## src/rtl/led_hex_pattern.sv

```systemverilog
// led_hex_pattern: selectable LED animation plus a hex step counter on
// seven-segment digits, both advanced by a prescaled clock-enable tick.
module led_hex_pattern #(
  parameter int LED_W      = 10,
  parameter int HEX_N      = 1,
  parameter int PRESCALE_W = 16,
  parameter bit BLANK_LZ   = 1'b0
) (
  input  logic               clkIn,
  input  logic               rst_n,
  input  logic [3:0]         divide,
  input  logic               enable,
  input  logic [1:0]         mode,
  output logic [LED_W-1:0]   LEDR,
  output logic [7*HEX_N-1:0] HEX,
  output logic               tick_o
);

  localparam int PW = PRESCALE_W + 15;
  localparam int HW = 4 * HEX_N;
  localparam logic [PW-1:0] ONES = '1;

  typedef enum logic [1:0] {
    M_CHASE,
    M_BOUNCE,
    M_FILL,
    M_COUNT
  } mode_e;

  typedef enum logic {
    DIR_UP,
    DIR_DN
  } dir_e;

  logic [PW-1:0]      pcnt_q, pcnt_d;
  logic [PW-1:0]      term;
  logic               tick;
  mode_e              mode_in;
  mode_e              mode_q, mode_d;
  dir_e               dir_q, dir_d;
  logic [LED_W-1:0]   pat_q, pat_d;
  logic [HW-1:0]      hcnt_q, hcnt_d;
  logic [LED_W-1:0]   ledr_d;
  logic [7*HEX_N-1:0] hex_d;
  logic               hi_zero;

  function automatic logic [LED_W-1:0] start_pat(input mode_e m);
    if (m == M_CHASE || m == M_BOUNCE) begin
      return LED_W'(1);
    end
    return '0;
  endfunction

  function automatic logic [6:0] seg7(input logic [3:0] v);
    logic [6:0] s;
    unique case (v)
      4'h0: s = 7'h40;
      4'h1: s = 7'h79;
      4'h2: s = 7'h24;
      4'h3: s = 7'h30;
      4'h4: s = 7'h19;
      4'h5: s = 7'h12;
      4'h6: s = 7'h02;
      4'h7: s = 7'h78;
      4'h8: s = 7'h00;
      4'h9: s = 7'h10;
      4'hA: s = 7'h08;
      4'hB: s = 7'h03;
      4'hC: s = 7'h46;
      4'hD: s = 7'h21;
      4'hE: s = 7'h06;
      default: s = 7'h0E;
    endcase
    return s;
  endfunction

  // Shifting past the counter width yields zero, so term saturates to all-ones.
  assign term    = ~(ONES << (PRESCALE_W + 32'(divide)));
  assign mode_in = mode_e'(mode);

  always_comb begin
    tick   = enable && (pcnt_q >= term);
    pcnt_d = pcnt_q;
    if (tick) begin
      pcnt_d = '0;
    end else if (enable) begin
      pcnt_d = pcnt_q + PW'(1);
    end
  end

  always_comb begin
    mode_d = mode_q;
    dir_d  = dir_q;
    pat_d  = pat_q;
    if (mode_in != mode_q) begin
      mode_d = mode_in;
      dir_d  = DIR_UP;
      pat_d  = start_pat(mode_in);
    end else if (tick) begin
      unique case (mode_q)
        M_CHASE: begin
          pat_d = pat_q[LED_W-1] ? LED_W'(1) : (pat_q << 1);
        end
        M_BOUNCE: begin
          if (dir_q == DIR_UP) begin
            pat_d = pat_q << 1;
            if (pat_d[LED_W-1]) dir_d = DIR_DN;
          end else begin
            pat_d = pat_q >> 1;
            if (pat_d[0]) dir_d = DIR_UP;
          end
        end
        M_FILL: begin
          pat_d = (&pat_q) ? '0 : {pat_q[LED_W-2:0], 1'b1};
        end
        default: begin
          pat_d = pat_q + LED_W'(1);
        end
      endcase
    end
  end

  assign hcnt_d = tick ? hcnt_q + HW'(1) : hcnt_q;
  assign ledr_d = enable ? pat_d : '0;

  // Scan from the top digit so hi_zero means "this and every higher digit is 0".
  always_comb begin
    hi_zero = 1'b1;
    hex_d   = '1;
    for (int d = HEX_N - 1; d >= 0; d--) begin
      hi_zero = hi_zero && (hcnt_d[4*d +: 4] == 4'h0);
      if (BLANK_LZ && d > 0 && hi_zero) begin
        hex_d[7*d +: 7] = 7'h7F;
      end else begin
        hex_d[7*d +: 7] = seg7(hcnt_d[4*d +: 4]);
      end
    end
    if (!enable) begin
      hex_d = '1;
    end
  end

  // Reset parks mode_q at chase; a different mode at the first clock reloads
  // pat through the mode-change path, giving start(mode) on that edge.
  always_ff @(posedge clkIn or negedge rst_n) begin
    if (!rst_n) begin
      pcnt_q <= '0;
      mode_q <= M_CHASE;
      dir_q  <= DIR_UP;
      pat_q  <= LED_W'(1);
      hcnt_q <= '0;
      LEDR   <= '0;
      HEX    <= '1;
      tick_o <= 1'b0;
    end else begin
      pcnt_q <= pcnt_d;
      mode_q <= mode_d;
      dir_q  <= dir_d;
      pat_q  <= pat_d;
      hcnt_q <= hcnt_d;
      LEDR   <= ledr_d;
      HEX    <= hex_d;
      tick_o <= tick;
    end
  end

endmodule

```

## config.mk

```make
export PLATFORM = sky130hd
export DESIGN_NAME = led_hex_pattern
export DESIGN_NICKNAME = d
export VERILOG_FILES = /design/src/rtl/led_hex_pattern.sv
export SDC_FILE = /design/constraint.sdc
export NUM_CORES = 1
export LEC_CHECK = 0
export CAP_MARGIN = 40
export CORE_MARGIN = 2
export CORE_UTILIZATION = 52
export DETAILED_ROUTE_END_ITERATION = 16
export GPL_ROUTABILITY_DRIVEN = 0
export PLACE_DENSITY_LB_ADDON = 0.2
export SKIP_CTS_REPAIR_TIMING = 1
export SLEW_MARGIN = 20
export SYNTH_ARGS = -nofsm -noshare
export SYNTH_HDL_FRONTEND = slang
export SYNTH_SLANG_ARGS = --single-unit
export TNS_END_PERCENT = 1
```

## constraint.sdc

```tcl
create_clock -name clkIn -period 4.4 [get_ports clkIn]
set_clock_uncertainty 0.2 [all_clocks]
set_input_delay 0.66 -clock clkIn [delete_from_list [all_inputs] [get_ports clkIn]]
set_output_delay 0.66 -clock clkIn [all_outputs]
set_load 0.1 [all_outputs]
```

## Word-level counts from Yosys, hierarchy flattened

Memories as Yosys holds them, arrays and structs flattened.
Cells that the tools add are included.

- Register bits after elaboration: 66
- Latch bits: 0
- Bits in writable memories: 0
- Bits in read-only memories: 112
- Bits of input ports: 9
- Output and inout bits: 18
- Memories kept: 1

- $add $sub $neg: 4
- Multiply operators: 0
- Divide/modulo/power cells: 0
- Magnitude comparators: 1
- Equal/unequal tests: 4
- Shift operators: 1
- Muxes and demuxes: 21
- Bitwise logic cells: 1
- Reductions and logical operators: 9

Memory list:

| memory | depth | width | rd ports | clocked after memory_dff | write ports | RTL line | RTL |
|---|---|---|---|---|---|---|---|
| (no name shown) | 16 | 7 | 1 | 0 | 0 | 56 | `unique case (v)` |

Operators by type and width:

| cell | number |
|---|---|
| two-way mux 10 bit | 8 |
| two-way mux 31 bit | 2 |
| adder 31 x 1 -> 31 bit (second input constant) | 1 |
| >= comparator 31 bit | 1 |
| NOT 31 bit | 1 |
| left shift 31 x 6 -> 31 bit (first input constant) | 1 |
| one-hot mux 10 bit (3 select lines) | 1 |
| adder 10 x 1 -> 10 bit (second input constant) | 1 |
| AND reduction 10 bit | 1 |
| two-way mux 1 bit | 8 |
| two-way mux 7 bit | 1 |
| adder 5 x 4 -> 6 bit (first input constant) | 1 |
| nonzero test 2 bit | 3 |
| adder 4 x 1 -> 4 bit (second input constant) | 1 |
| equality test 2 x 1 -> 1 bit (second input constant) | 2 |
| zero test 2 bit | 2 |
| two-way mux 4 bit | 1 |
| equality test 2 bit (second input constant) | 1 |
| inequality test 2 bit | 1 |
| AND reduction 2 bit | 1 |
| logical AND 1 bit | 1 |
| logical OR 1 bit | 1 |

## Longest topological paths before layout

- Depth after elaboration: 8
- Depth in mapped cells: 13

## Worst setup path before layout

OpenSTA, ideal clock, no wires.

- Path type: input to register
- Start point: in divide[1]
- End point: reg HEX[0]
- Setup time: 0.083 ns
- Arrival time: 3.605 ns
- Data required time: 4.117 ns
- Setup slack: 0.512 ns
- Stages on the path: 13
- Path through: clkbuf_1 -> or2_2 -> a21oi_1 -> ha_1 -> a211oi_1 -> nor2_1 -> o31a_1 -> o31ai_4 -> xnor2_1 -> inv_1 -> ha_1 -> or4_1 -> o311a_1

- Word-level cells in the longest chain between the ends: 8

Ends and longest elaborated chain:

| item | RTL line | RTL |
|---|---|---|
| from (decl) | 11 | `input logic [3:0] divide,` |
| adder 5 x 4 -> 6 bit | 78 | `assign term = ~(ONES << (PRESCALE_W + 32'(divide)));` |
| left shift 31 x 6 -> 31 bit | 78 |  |
| NOT 31 bit | 78 |  |
| >= comparator 31 bit | 82 | `tick = enable && (pcnt_q >= term);` |
| logical AND 1 bit | 82 |  |
| two-way mux 4 bit | 123 | `assign hcnt_d = tick ? hcnt_q + HW'(1) : hcnt_q;` |
| net hcnt_d[0] | 42 | `logic [HW-1:0] hcnt_q, hcnt_d;` |
| memory read (16 x 7 bit) | - |  |
| two-way mux 7 bit | 138 | `if (!enable) begin` |
| net hex_d[0] | 44 | `logic [7*HEX_N-1:0] hex_d;` |
| to (signal assigned) | 153 | `HEX <= '1;` |
| to (signal assigned) | 162 | `HEX <= hex_d;` |
| to (decl) | 15 | `output logic [7*HEX_N-1:0] HEX,` |

The timed path passes the listed nets, and every way through them passes these cells.
A chain may end at the register's enable or synchronous reset.

## Final worst setup path

- Start point: in divide[3]
- End point: reg HEX[0]

- Word-level cells in the longest chain between the ends: 8

Ends and longest elaborated chain:

| item | RTL line |
|---|---|
| adder 5 x 4 -> 6 bit | 78 |
| left shift 31 x 6 -> 31 bit | 78 |
| NOT 31 bit | 78 |
| >= comparator 31 bit | 82 |
| logical AND 1 bit | 82 |
| two-way mux 4 bit | 123 |
| memory read (16 x 7 bit) | - |
| two-way mux 7 bit | 138 |
| net hex_d[0] | 44 |

The timed path passes the listed nets, and every way through them passes these cells.

==> summary.md <==
| Metric | Value |
|---|---|
| DR WL/cell | 14.75 um |
| Endpoints failing setup | 0 |
| Initial Utilization | 54.34% |
| Total global routing overflow | 0 |
| Pwr Total | 1.342 mW |
| Largest net degree at the start of global routing | 30 |
| Die H | 91.53 um |
| Initial antenna violation count | 0 |
| Most frequent cells in the layout | 58 x dfrtp_1, 53 x nor2_1, 38 x a21oi_1 |
| Number of global-route vias before repair | 3339 |
| Antenna Cells | 0 |
| DRT Pass-1 Iters | 5 |
| First DRT Iteration DRCs | 200 |
| Fmax achieved | 259.9 MHz |
| Area grow syn2layout | 19.79% |
| Worst r2r src | pcnt_q[18] |
| Worst Setup End Kind | flop |
| DIE WIDTH | 91.53 um |
| Worst Path Max Fanout | 15 |
| Slowest stage cell on the critical path | clkdlybuf4s50_1 |
| Clk pin slew, worst setup/hold paths | 80 ps |
| Mapped Area | 3984 um^2 |
| Most common cell after layout, fill and taps aside | dfrtp_1 |
| Final net count | 501 |
| Ys async rst share | 100.0% |
| Maximum capacitance violations | 0 |
| Total track usage | 22.44% |
| DP HPWL | 6015 um |
| Crit path launch type | input pin |
| Wl on met1 | 3940 um |
| Kind of cell adding the most delay to the critical path | simple AND/OR/NAND/NOR gates |
| CP Class | input pin to flop |
| Met3 WL post-DR | 244 um |
| Critical Path Start | divide[3] |
| Final Hold Vio Count | 0 |
| Levels on crit path | 10 |
| DRC violations left | 0 |
| Post-synthesis area per instance | 9.286 um^2 |
| Clock buffer count from CTS | 9 |
| Buffers on Ports | 26 |
| Yosys reg bits | 66 |
| Die area | 8378 um^2 |
| Top sig layer | met4 |
| Post-synth top area share | 36.43% |
| RSZ-0062 raised after global routing | false |
| Min Tclk post-route | 3847 ps |
| Yosys warning count | 0 |
| CP most frequent cell | nand4_1 |
| RR Endpoint | HEX[0] |
| Min-Delay Path Class | input pin to asynchronous set/reset pin |
| Max incr delay on CP | 750 ps |
| Total power per unit cell area | 281.2 nW/um^2 |
| WP data required | 4470 ps |
| Fin worst setup slack | 552.8 ps |
| Antenna Violating Nets Remaining | 0 |
| Vias | 3266 |
| CTS tree | done |
| P_leak | 2.128 nW |
| Met2 wire len | 4221 um |
| Clock root cell | clkbuf_8 |
| Ranking of synthesized cells by area | dfrtp_1 36%, ha_1 6.6%, dfstp_2 5.3% |
| Slew @ Worst Pin | 752.3 ps |
| CTS H-tree lvls | 3 |
| Final cycle utilization of the critical path | 87.44% |
| Post-Syn Instances | 429 |
| Netlist cell types | 57 |
| Worst vdd ir | 0.1811 mV |
| Clock sinks | 66 |
| Status | finished clean |
| Slew Limit Fails | 0 |
| Predominant post-synthesis flop cell | dfrtp_1 |
| Area of the core | 7331 um^2 |
| Arr. time, crit path | 3920 ps |
| CP cell instances | clkdlybuf4s50_1 > nand4_1 > ha_1 > nand4_1 > nor3_1 > a31oi_1 > nand4_1 > nand3_1 > or4_1 > o311a_1 |
| Sequential fraction of the synthesis area | 41.71% |
| Dpl ws | 203.6 ps |
| WP buf/inv | 1 |
| Skew-Pair Late Insertion Delay | 350 ps |
| Setup Total Neg Slack | 0 ps |
| Max Root-Sink Buffers | 2 |
| Syn nets | 459 |
| Vias per std cell | 5.680 |
| IO Pins | 27 |
| Area leader, netlist | dfrtp_1 |
| Reg-to-reg slack, setup | 1330 ps |
| EDFF count, synth | 0 |
| Cell depth of the worst flop-to-flop path | 10 |
| First-pass GRT wire length | 15230 um |
| Slew headroom | 49.66% |
| Layout cell share with drive strength beyond 1 | 15.76% |
| Post-Route WL | 8484 um |
| # rows | 31 |
-- through the flow --
stage | utilization (%) | cells | hold slack, ps | instance area, um^2
3_5_place_dp | 62.78 | 559 | 349.2 | 4602
5_1_grt | 65.10 | 575 | 111.0 | 4772
4_1_cts | 65.10 | 575 | 85.50 | 4772
3_3_place_gp | 58.71 | 540 | 324.0 | 4304
6_report | 65.10 | 575 | 86.64 | 4772
2_1_floorplan | - | 429 | 164.4 | 3984
-- flip-flops by register name, summed over array words and instances, names as in the netlist --
signal,flops
HEX,7
dir_q,1
pat_q,10
tick_o,1
LEDR,10
hcnt_q,4
mode_q,2
pcnt_q,31
-- cells by family after synthesis --
logic type	count (synthesis)	share of synthesized area [%]
AOI/OAI and AO/OA	98	16.61
DFF	66	41.71
buffers and inverters	33	4.020
adders and majority gates	21	6.595
xor gates and xnor gates	26	5.716
muxes	14	3.769
and+or+nand+nor	171	21.58
-- area by class of cell --
type / instances / area, um^2
Clock inverter: 7 / 46.29
Sequential cell: 66 / 1662
Tap cell: 99 / 123.9
Clock buffer: 9 / 123.9
Multi-Input combinational cell: 330 / 2162
Fill cell: 571 / 2559
Inverter: 11 / 41.29
Timing Repair Buffer: 53 / 613.1
-- layer usage --
| metal | track usage [%] | vias to the layer above |
|---|---|---|
| li1 | - | 1622 |
| met1 | 28.27 | 1585 |
| met2 | 38.05 | 51 |
| met3 | 4.896 | 8 |
| met4 | 7.576 | 0 |
| met5 | 0 | - |
-- synthesized netlist by cell type, drive strengths merged, types with 2 or more instances --
cell,count
and4,7
a31o,2
and2,16
ha,21
and3,4
o21ai,17
mux2i,9
o221a,7
a32oi,2
nor3,10
a21oi,38
clkbuf,13
nand2b,2
nor2,53
xnor2,13
nand3,23
mux2,5
o211ai,2
dfstp,8
xor2,13
o31ai,5
a211oi,2
dfrtp,58
buf,8
o31a,2
o221ai,2
nor3b,2
or3,7
a21boi,2
nand4,13
o2bb2ai,2
a31oi,10
nand2,28
inv,10
nor2b,2
-- where the power goes --
group          switching [mW]  internal [mW]
sequential             0.0491          0.642
clock                   0.251          0.202
combinational           0.118         0.0799
-- worst max-delay path by stage --
stage,slack [ps],end
after global placement,310,HEX[0]
after detailed placement,200,HEX[0]
after CTS,590,HEX[0]
final,550,HEX[0]
after global routing,280,HEX[0]
after floorplan,510,HEX[0]
Power figures use the tool's default switching activity.
